===== src/rtl/demux5_pkg.sv =====
// Shared select codes and decode helper for the 5-way dispatch/collect pair.
// The mux on the collect side uses the same one-hot codes.
package demux5_pkg;

  localparam int NUM_CH = 5;

  localparam logic [3:0] SEL_CH0 = 4'b0001;
  localparam logic [3:0] SEL_CH1 = 4'b0010;
  localparam logic [3:0] SEL_CH2 = 4'b0100;
  localparam logic [3:0] SEL_CH3 = 4'b1000;

  typedef logic [2:0] ch_idx_t;

  localparam ch_idx_t CH_DEFAULT = 3'd4;

  // Exact one-hot codes pick channels 0-3; anything else falls to channel 4.
  function automatic ch_idx_t decode_sel(input logic [3:0] sel);
    case (sel)
      SEL_CH0: decode_sel = 3'd0;
      SEL_CH1: decode_sel = 3'd1;
      SEL_CH2: decode_sel = 3'd2;
      SEL_CH3: decode_sel = 3'd3;
      default: decode_sel = CH_DEFAULT;
    endcase
  endfunction

endpackage


===== src/rtl/demux5_slot.sv =====
// One-entry holding register for a single output channel.
// Fill and drain in the same cycle keeps the slot full with the new beat.
module demux5_slot #(
  parameter int DATA_WIDTH = 32
) (
  input  logic                  clk,
  input  logic                  rst,
  input  logic                  fill_i,
  input  logic                  rdy_i,
  input  logic [DATA_WIDTH-1:0] din_i,
  output logic                  full_o,
  output logic [DATA_WIDTH-1:0] dout_o
);

  logic                  full_q, full_d;
  logic [DATA_WIDTH-1:0] data_q;
  logic                  drain;

  assign drain = full_q & rdy_i;

  always_comb begin
    full_d = full_q;
    if (fill_i)     full_d = 1'b1;
    else if (drain) full_d = 1'b0;
  end

  // NOTE: sequential state always uses non-blocking assignments so every
  // register samples its inputs from before the edge.
  always_ff @(posedge clk or posedge rst) begin
    if (rst) full_q <= 1'b0;
    else     full_q <= full_d;
  end

  // NOTE: the payload register is deliberately left out of reset; full_q alone
  // says whether its contents mean anything.
  always_ff @(posedge clk) begin
    if (fill_i) data_q <= din_i;
  end

  assign full_o = full_q;
  assign dout_o = data_q;

endmodule


===== src/rtl/demux5_module.sv =====
// Registered 1-to-5 stream demultiplexer: select decode, ready mux and busy OR
// around five independent one-entry slots.
module demux5_module
  import demux5_pkg::*;
#(
  parameter int DATA_WIDTH = 32
) (
  input  logic                  clk,
  input  logic                  rst,
  input  logic                  demux5_in_vld,
  output logic                  demux5_in_rdy,
  input  logic [3:0]            demux5_sel,
  input  logic [DATA_WIDTH-1:0] demux5_din,
  output logic [NUM_CH-1:0]     demux5_out_vld,
  input  logic [NUM_CH-1:0]     demux5_out_rdy,
  output logic [DATA_WIDTH-1:0] demux5_dout0,
  output logic [DATA_WIDTH-1:0] demux5_dout1,
  output logic [DATA_WIDTH-1:0] demux5_dout2,
  output logic [DATA_WIDTH-1:0] demux5_dout3,
  output logic [DATA_WIDTH-1:0] demux5_dout4,
  output logic                  demux5_busy
);

  ch_idx_t               tgt;
  logic [NUM_CH-1:0]     full;
  logic [NUM_CH-1:0]     fill;
  logic [DATA_WIDTH-1:0] dout [NUM_CH];

  assign tgt = decode_sel(demux5_sel);

  // Ready only looks at the addressed slot, so a stalled channel blocks
  // nothing but beats aimed at it.
  // NOTE: the default before the loop keeps this block from inferring a latch.
  always_comb begin
    demux5_in_rdy = 1'b0;
    for (int k = 0; k < NUM_CH; k++) begin
      if (tgt == ch_idx_t'(k)) demux5_in_rdy = ~full[k] | demux5_out_rdy[k];
    end
  end

  for (genvar k = 0; k < NUM_CH; k++) begin : g_slot
    assign fill[k] = demux5_in_vld & demux5_in_rdy & (tgt == ch_idx_t'(k));

    demux5_slot #(.DATA_WIDTH(DATA_WIDTH)) u_slot (
      .clk    (clk),
      .rst    (rst),
      .fill_i (fill[k]),
      .rdy_i  (demux5_out_rdy[k]),
      .din_i  (demux5_din),
      .full_o (full[k]),
      .dout_o (dout[k])
    );
  end

  assign demux5_out_vld = full;
  assign demux5_busy    = |full;
  assign demux5_dout0   = dout[0];
  assign demux5_dout1   = dout[1];
  assign demux5_dout2   = dout[2];
  assign demux5_dout3   = dout[3];
  assign demux5_dout4   = dout[4];

endmodule

===== config.mk =====
export PLATFORM = sky130hd
export DESIGN_NAME = demux5_module
export DESIGN_NICKNAME = d
export VERILOG_FILES = /design/src/rtl/demux5_pkg.sv /design/src/rtl/demux5_slot.sv /design/src/rtl/demux5_module.sv
export SDC_FILE = /design/constraint.sdc
export NUM_CORES = 1
export LEC_CHECK = 0
export CELL_PAD_IN_SITES_DETAIL_PLACEMENT = 1
export CELL_PAD_IN_SITES_GLOBAL_PLACEMENT = 1
export CORE_UTILIZATION = 35
export DETAILED_ROUTE_END_ITERATION = 16
export PLACE_DENSITY_LB_ADDON = 0.1
export SETUP_SLACK_MARGIN = 0.15
export SYNTH_ARGS = -nofsm -noshare
export SYNTH_HDL_FRONTEND = slang
export SYNTH_SLANG_ARGS = --single-unit

===== constraint.sdc =====
create_clock -name clk -period 3.4 [get_ports clk]
set_input_delay 0.68 -clock clk [delete_from_list [all_inputs] [get_ports clk]]
set_output_delay 0.68 -clock clk [all_outputs]
set_load 0.02 [all_outputs]

==> impl_metrics.ini, run 1 <==
[outcome]
status = complete, no violations

[floorplan]
coreArea_um2 = 14600
rows = 44
die_area_um2 = 15500
die_x_um = 124
ios = 211
fp.dieH_um = 124
start_util_pct = 35.9

[yosys]
synthCells = 217
yosys_warnings = 0
yosysSeqAreaShare_pct = 94.2
synth_cell_types = 21
syn_area_per_cell_um2 = 24.1
syn_area_um2 = 5240
synth_nets = 261
synth_top_area_cell = edfxtp_1
synthTopCellsByArea = edfxtp_1 92%, dfrtp_1 2.4%, buf_4 0.86%, nor2_1 0.57%, inv_1 0.50%
synth_seq_cells = 165
synth_top_area_share_pct = 91.8

[drt]
vias = 2886
drc = 0
finalWirelength_mm = 13.0
via_per_inst = 4.47
first_pass_iters = 4
wire_per_inst_um = 20.0
ant_nets = 0
drt_iter0_markers = 163

[clock_network]
cts_max_level = 4
clk_latency_ps = 410
ctsLongestPathBuffers = 2
cts_tree = done
cts.root.buffer_cell = clkbuf_16
cts_setup_buffers = 0
cts_buffers = 17
hold_buffers = 0
cts.clk_slew.worst_paths_ps = 60
cts_sinks = 165

[timing]
hold_viol = 0
fmax_mhz = 327
finalMaxSlewViolations = 0
tightestPinTransition_ps = 323
fin_crit_sh_pct = 89.9
clock_skew_ps = 8.85
setup_viol = 0
fin_tns_setup_ps = 0
rsz0062_at_grt = no
relSlewSlack_pct = 78.4
finalCriticalPeriod_ps = 3060

[placed_design]
dpl_cell_area_um2 = 7670
dp_hpwl_mm = 8.90
io_buffers = 210
gp_congestion = 0.815

[global_route]
grtUsageTotal_pct = 17.2
antenna_found_initial = 0
overflow = 0
grt_pass1_vias = 3011
grt_pass1_wl_mm = 19.1
grt_max_degree = 33

[power]
p_leak_nw = 2.83
p_per_area_nw_per_um2 = 545
total_power_mw = 4.51
ir_worst_vdd_v = 0.000285

[cells_and_area]
fillers = 1299
syn_to_final_growth_pct = 58.1
antenna_cells = 0
final_area_um2 = 8270
nNetsFinal = 493
drive_gt1_share_pct = 10.2

[setup_path]
critPathLaunch = demux5_sel[3]
endpoint_kind = output pin
rr_worst_depth = 7
critical_path_class = input port to output pin
worstPathCellList = clkdlybuf4s50_1, or2_4, o311ai_2, o211a_1, inv_1, dlygate4sd2_1
cp-start-kind = input port
cp_max_fo = 7
crit_slowest_cell = clkdlybuf4s50_1
critical_path_required_ps = 2720
crit_arrival_ps = 2380
max_stage_delay_ps = 530
r2r_start = g_slot[1].u_slot.full_o

[hold_path]
min_path_type = input port to asynchronous set/reset pin

[run]
drv_cap = 0
placed cells by master, fill, tap and decap left out, drive strengths merged:
| cell | count |
|---|---|
| a21oi | 1 |
| nand4b | 1 |
| nor3 | 1 |
| o211ai | 1 |
| or2 | 1 |
| clkinvlp | 3 |
| nor2 | 8 |
| nand2b | 4 |
| nand3 | 4 |
| clkinv | 7 |
| bufinv | 3 |
| edfxtp | 160 |
| o21a | 1 |
| dlygate4sd2 | 2 |
| nand4 | 1 |
| buf | 9 |
| inv | 9 |
| clkdlybuf4s50 | 208 |
| clkbuf | 17 |
| nor4bb | 1 |
| dfrtp | 5 |
| xor2 | 1 |
| nor2b | 4 |
| nand2 | 4 |
| o21ai | 4 |
| o311ai | 1 |
| o211a | 1 |
cell type report:
cell class	count	area [um^2]	share of cell area (%)
clock buffers	17	425	5.14
multi-input cells	39	264	3.19
inverters	7	26.3	0.318
clock inverters	15	181	2.19
repair buffers	219	2220	26.8
flip-flops and latches	165	4930	59.6
well taps	184	230	2.78
worst paths after layout:
| kind | end | slack, ps |
|---|---|---|
| max in group asynchronous | g_slot[2].u_slot.full_o | 2720 |
| setup reg to reg | g_slot[2].u_slot.dout_o[29] | 1460 |
| hold reg to reg | g_slot[1].u_slot.full_o | 570 |
| min in group clk | g_slot[1].u_slot.full_o | 570 |
| setup / recovery | demux5_in_rdy | 340 |
| hold / removal | g_slot[1].u_slot.full_o | 480 |
logic make-up (layout without fill, tap and decap cells):
| family | Yosys count | after routing | share of synthesized area, % |
|---|---|---|---|
| compound gates | 9 | 9 | 1.36 |
| xor+xnor | 1 | 1 | 0.167 |
| buf+inv | 13 | 258 | 1.36 |
| flops | 165 | 165 | 94.2 |
| simple gates | 29 | 29 | 2.94 |
power breakdown:
| group | total (mW) | internal, mW | leakage, nW | switching, mW |
|---|---|---|---|---|
| Combinational | 0.291 | 0.135 | 1.02 | 0.156 |
| Clock | 1.93 | 1.16 | 0.289 | 0.768 |
| Sequential | 2.29 | 2.28 | 1.52 | 0.0132 |
| Total | 4.51 | 3.58 | 2.83 | 0.936 |
metal layers:
| metal | vias to the layer above | part of all wire, % | global-route usage [%] |
|---|---|---|---|
| met5 | - | 0 | 0 |
| met4 | 0 | 1.2 | 5.74 |
| met3 | 12 | 5.5 | 5.63 |
| met2 | 117 | 54 | 30.5 |
| met1 | 1453 | 40 | 19.4 |
| li1 | 1304 | - | - |
synth_stat cells:
cell	count
nor2b_1	4
nor3_1	1
nand4_1	1
o21a_1	1
or2_4	1
o211a_1	1
xor2_1	1
nand3_1	4
nand2b_1	4
nand4b_1	1
edfxtp_1	160
o211ai_2	1
nor2_1	8
o21ai_0	4
nand2_1	4
nor4bb_1	1
a21oi_1	1
o311ai_2	1
buf_4	6
inv_1	7
dfrtp_1	5
worst max-delay path, delay by kind of cell:
family,cells,cell delay (ps)
AO/OA/AOI/OAI,2,490
AND/OR/NAND/NOR,1,320
buffers and inverters,3,880
metrics by stage:
step,std cells,hold slack [ps],setup slack (ps),util [%]
3_3_place_gp,614,546,134,52.6
6_report,646,479,343,56.7
5_1_grt,646,470,247,56.7
3_5_place_dp,614,555,69.3,52.6
4_1_cts,646,470,337,56.7
2_1_floorplan,217,459,164,-
registers in the layout, summed over array words and instances, names as in the netlist:
| register | cells |
|---|---|
| g_slot.u_slot.full_o | 5 |
| g_slot.u_slot.dout_o | 160 |
what timing repair did:
action | CTS | global route
endpoints found under the hold margin | 0 | 0
setup endpoints to repair | 1 | 0
gates resized for setup | 2 | 0
Power figures use the tool's default switching activity.
==> run 2: changes to the inputs <==
--- a/config.mk
+++ b/config.mk
@@ -7,8 +7,9 @@
 export LEC_CHECK = 0
 export CELL_PAD_IN_SITES_DETAIL_PLACEMENT = 1
 export CELL_PAD_IN_SITES_GLOBAL_PLACEMENT = 1
-export CORE_UTILIZATION = 35
+export CORE_UTILIZATION = 51
 export DETAILED_ROUTE_END_ITERATION = 16
+export DONT_BUFFER_PORTS = 1
 export PLACE_DENSITY_LB_ADDON = 0.1
 export SETUP_SLACK_MARGIN = 0.15
 export SYNTH_ARGS = -nofsm -noshare
==> run 2 against run 1 <==
  * Design area down 26%
  * Clock skew down 4.1 ps
  * Via count down 27%
  * Sequential share of layout area up 21 points
  * Clock power up 7%
  * First-iteration DRC count down 61%
==> impl_metrics.ini, run 2 (synthesis gave the netlist of run 1 again) <==
[global_route]
grtUsageTotal_pct = 19.8
grt_max_degree = 20
overflow = 0
grt_pass1_wl_mm = 14.1
antenna_found_initial = 0
grt_pass1_vias = 2181

[drt]
wl_met1_mm = 3.78
top_layer = met4
wire_per_inst_um = 27.3
ant_nets = 0
vias = 2121
finalWirelength_mm = 10.4
drc = 0
first_pass_iters = 4
via_per_inst = 5.57
dr_wl_met3_mm = 1.06
drt_iter0_markers = 63
wl_met2_mm = 5.43

[setup_path]
worstPathCellList = nand2b_1, a21oi_1, o21a_1, o211a_1, inv_1
crit_slowest_cell = dfrtp_1
max_stage_delay_ps = 480
cp_max_fo = 4
crit_arrival_ps = 2120
cp-start-kind = flop
critical_path_required_ps = 2720
rrSetupSlack_ps = 1050
critical_path_class = flop to output pin
endpoint_kind = output pin

[clock_network]
cts.root.buffer_cell = clkbuf_8
clk_latency_ps = 510
cts_resized = 0
cts.clk_slew.worst_paths_ps = 60
hold_buffers = 1
cts_max_level = 4
ctsLongestPathBuffers = 2
cts_setup_buffers = 0
cts_buffers = 17
cts_tree = done
cts_sinks = 165

[timing]
clock_skew_ps = 4.76
fin_crit_sh_pct = 82.2
rsz0062_at_grt = no
relSlewSlack_pct = 51.9
hold_viol = 0
tightestPinTransition_ps = 721
worst_hold_slack_ps = 253
finalCriticalPeriod_ps = 2800
setup_viol = 0
finalMaxSlewViolations = 0
fmax_mhz = 358
fin_tns_setup_ps = 0

[cells_and_area]
multiInputGateArea_um2 = 264
antenna_cells = 0
final_common_cell = edfxtp_1
final_cell_mix = 160 x edfxtp_1, 16 x clkbuf_16, 7 x inv_1, 6 x bufinv_16, 5 x dfrtp_1
largest_register_ffs = 160
syn_to_final_growth_pct = 17.1
fillers = 789
seqCellArea_um2 = 4930
drive_gt1_share_pct = 16.5
nNetsFinal = 280

[placed_design]
dp_hpwl_mm = 6.78
io_buffers = 0
gp_congestion = 0.806

[outcome]
status = complete, no violations

[power]
p_leak_nw = 2.01
ir_worst_vdd_v = 0.000338
p_per_area_nw_per_um2 = 734

[floorplan]
fp.dieH_um = 103
coreArea_um2 = 9860
die_area_um2 = 10700
die_x_um = 103
rows = 36
ios = 211
start_util_pct = 53.1

[hold_path]
min_path_type = input port to flop

[run]
drv_cap = 0
run 2: final cells by class:
type / count / area share (%)
Clock buffer: 19 / 6.88
Clock inverter: 12 / 3.69
Inverter: 7 / 0.428
Multi-Input combinational cell: 39 / 4.31
Sequential cell: 165 / 80.4
Tap cell: 133 / 2.71
Timing Repair Buffer: 6 / 1.59
run 2: worst paths after layout:
check	from	to	cells past startpoint
worst min register to register	g_slot[2].u_slot.full_o	g_slot[2].u_slot.full_o	2
worst max-delay path	g_slot[1].u_slot.full_o	demux5_in_rdy	5
worst min-delay path	demux5_din[12]	g_slot[4].u_slot.dout_o[12]	0
min in group asynchronous	rst	g_slot[4].u_slot.full_o	2
worst max register to register	g_slot[1].u_slot.full_o	g_slot[2].u_slot.dout_o[18]	6
max in group asynchronous	rst	g_slot[3].u_slot.full_o	2
run 2: power by group:
part           total (mW)  leakage (nW)  switching [mW]  internal, mW
clock                2.07         0.314           0.732          1.34
sequential           2.36          1.52          0.0711          2.29
combinational      0.0686         0.177          0.0512        0.0175
total                4.50          2.01           0.854          3.65
run 2: per-layer routing:
layer | global-route usage [%] | vias up
li1 | - | 882
met2 | 32.1 | 136
met1 | 21.4 | 1092
met4 | 9.53 | 0
met3 | 10.7 | 11
met5 | 0 | -
run 2: critical path, delay by kind of cell, from the launching register on:
family,cells,cell delay [ps]
AOI/OAI and AO/OA,3,790
DFF,1,480
buffers and inverters,1,180
and+or+nand+nor,1,140
run 2: through the flow:
stage / utilization [%] / instance area, um^2 / power, mW / worst slack [ps] / std cells
floorplan: - / 5240 / 2.44 / 164 / 217
CTS: 62.2 / 6130 / 4.54 / 575 / 381
global placement: 55.5 / 5470 / 2.47 / 880 / 349
finish: 62.2 / 6130 / 4.50 / 604 / 381
detailed placement: 55.5 / 5470 / 2.47 / 836 / 349
global route: 62.2 / 6130 / 4.62 / 493 / 381
==> run 3: changes to the inputs <==
==> constraint.sdc (replaced) <==
create_clock -name clk -period 2.65 [get_ports clk]
set_input_delay 0.53 -clock clk [delete_from_list [all_inputs] [get_ports clk]]
set_output_delay 0.53 -clock clk [all_outputs]
set_load 0.02 [all_outputs]
==> run 3 against run 2 <==
  * Wire length increased by 1.3%
  * Via count increased by 1.7%
  * Hold slack got worse by 140 ps
  * Setup slack got worse by 410 ps
  * Sequential share of layout area increased by 2.3 points
  * Sequential cell count unchanged
  * Total power increased by 16%
  * Combinational power increased by 31%
  * Sequential power increased by 28%
  * Design area decreased by 2.8%
  * Non-clock buffer count increased by 1
  * Global-route usage increased by 0.37 points
  * Largest power group unchanged
==> impl_metrics.ini, run 3 (synthesis gave the netlist of run 1 again) <==
[outcome]
status = complete, no violations

[global_route]
antenna_found_initial = 0
grt_max_degree = 33
grtUsageTotal_pct = 20.2
grt_pass1_wl_mm = 14.5
overflow = 0
grt_pass1_vias = 2247

[drt]
first_pass_iters = 4
drc = 0
ant_nets = 0
finalWirelength_mm = 10.5
vias = 2157
via_per_inst = 5.63
wire_per_inst_um = 27.5
drt_iter0_markers = 51

[placed_design]
gp_congestion = 0.866
io_buffers = 0
dpl_cell_area_um2 = 5430
dp_hpwl_mm = 6.77
place_inst = 350

[clock_network]
ctsLongestPathBuffers = 2
cts.clk_slew.worst_paths_ps = 60
cts_setup_buffers = 0
cts_sinks = 165
cts_buffers = 17
cts.root.buffer_cell = clkbuf_8
clk_latency_ps = 510
cts_max_level = 4
cts_tree = done

[setup_path]
r2r_start = g_slot[0].u_slot.full_o
rrSetupSlack_ps = 190
critical_path_required_ps = 2770
regToRegEndpoint = g_slot[2].u_slot.dout_o[19]
rr_worst_depth = 5
cp_max_fo = 32
cp-start-kind = flop
critical_path_class = flop to flop
crit_arrival_ps = 2580
endpoint_kind = flop

[cells_and_area]
largest_register_ffs = 160
syn_to_final_growth_pct = 13.8
antenna_cells = 0
postLayoutCoreUtil_pct = 60.4
fillers = 782
drive_gt1_share_pct = 17.2
nNetsFinal = 281
fin_cells = 383
final_common_cell = edfxtp_1
final_cell_mix = 160 x edfxtp_1, 16 x clkbuf_16, 7 x inv_1, 6 x buf_4, 5 x dfrtp_1
final_area_um2 = 5960

[power]
intPower_mw = 4.11
p_leak_nw = 1.94
ir_worst_vdd_v = 0.000474
p_per_area_nw_per_um2 = 875
p_switching_mw = 1.10
total_power_mw = 5.21
p_clk_share_pct = 40.3
switching_share_pct = 21.2
pwr-share-comb_pct = 1.7
p_seq_share_pct = 58.0

[floorplan]
fp.dieH_um = 103
die_x_um = 103
die_area_um2 = 10700
coreArea_um2 = 9860
start_util_pct = 53.1
ios = 211
rows = 36

[timing]
rsz0062_at_grt = yes
fin_crit_sh_pct = 92.7
relSlewSlack_pct = 23.9
fmax_mhz = 407
hold_viol = 0
finalMaxSlewViolations = 0
clock_skew_ps = 5.51
setup_viol = 0
finalCriticalPeriod_ps = 2460
tightestPinTransition_ps = 1140

[hold_path]
hold_path_depth = 0
min_from = demux5_din[0]
hold_end = g_slot[1].u_slot.dout_o[0]
min_path_type = input port to flop

[run]
drv_cap = 0
==> run 3: cell types whose count changed in the layout (fill, tap and decap cells not counted), moves of 2 or more <==
cell,before,now
clkinv_1,0,3
clkbuf_1,2,0
inv_6,1,4
bufinv_16,6,0
buf_4,1,6
clkinvlp_4,1,3
buf_12,4,0
==> run 3: worst max-delay path by stage <==
stage	from	to	slack [ps]	cells after the start
after CTS	g_slot[0].u_slot.full_o	g_slot[2].u_slot.dout_o[19]	150	5
after global placement	demux5_sel[3]	g_slot[3].u_slot.dout_o[31]	100	4
after global routing	g_slot[0].u_slot.full_o	g_slot[2].u_slot.dout_o[19]	100	5
final	g_slot[0].u_slot.full_o	g_slot[2].u_slot.dout_o[19]	190	5
after floorplan	demux5_sel[2]	g_slot[2].u_slot.dout_o[0]	50	6
after detailed placement	demux5_sel[2]	g_slot[2].u_slot.dout_o[24]	-20	5
==> run 3: what timing repair did <==
item / CTS / global route
hold endpoints to repair: 5 / 0
hold buffers: 1 / 0
cloned: 0 / 0
setup endpoints to repair: 32 / 97
pin swaps: 1 / 0
resized for setup: 0 / 1
==> run 3: power by group through the flow <==
stage / Sequential (mW) / Combinational [mW] / Clock, mW
after floorplan: 3.06 / 0.0698 / 0
after global placement: 3.08 / 0.0834 / 0
after detailed placement: 3.08 / 0.0894 / 0
after CTS: 3.03 / 0.0912 / 2.15
after global routing: 3.03 / 0.0982 / 2.24
final: 3.02 / 0.0902 / 2.10
==> run 3: worst max-delay path, cell delays in order, from the launching register on <==
cell,delay [ps]
dfrtp_1,470
nand2b_1,160
nand3_1,90
o21a_1,120
o211a_2,330
nor2_4,870
==> run 3: stage by stage <==
stage	TNS [ps]	setup WS, ps	hold slack [ps]
2_1_floorplan	0	52.4	309
3_3_place_gp	0	98.0	317
3_5_place_dp	-527	-19.3	320
4_1_cts	0	149	85.9
5_1_grt	0	99.3	83.9
6_report	0	194	114
==> run 3: layout make-up <==
| type | instances | area (um^2) | share of cell area [%] |
|---|---|---|---|
| Clock buffer | 17 | 414 | 6.95 |
| Clock inverter | 15 | 104 | 1.74 |
| Inverter | 7 | 26.3 | 0.441 |
| Multi-Input combinational cell | 39 | 264 | 4.43 |
| Sequential cell | 165 | 4930 | 82.7 |
| Tap cell | 133 | 166 | 2.79 |
| Timing Repair Buffer | 7 | 55.1 | 0.924 |
==> run 3: layer usage <==
metal | vias to the layer above | wire (um) | track usage [%] | share of wire, %
met2 | 155 | 5330 | 33.4 | 51
met3 | 12 | 1310 | 11.0 | 12
met1 | 1110 | 3760 | 21.5 | 36
li1 | 880 | - | - | -
met5 | - | 0 | 0 | 0
met4 | 0 | 144 | 8.45 | 1.4
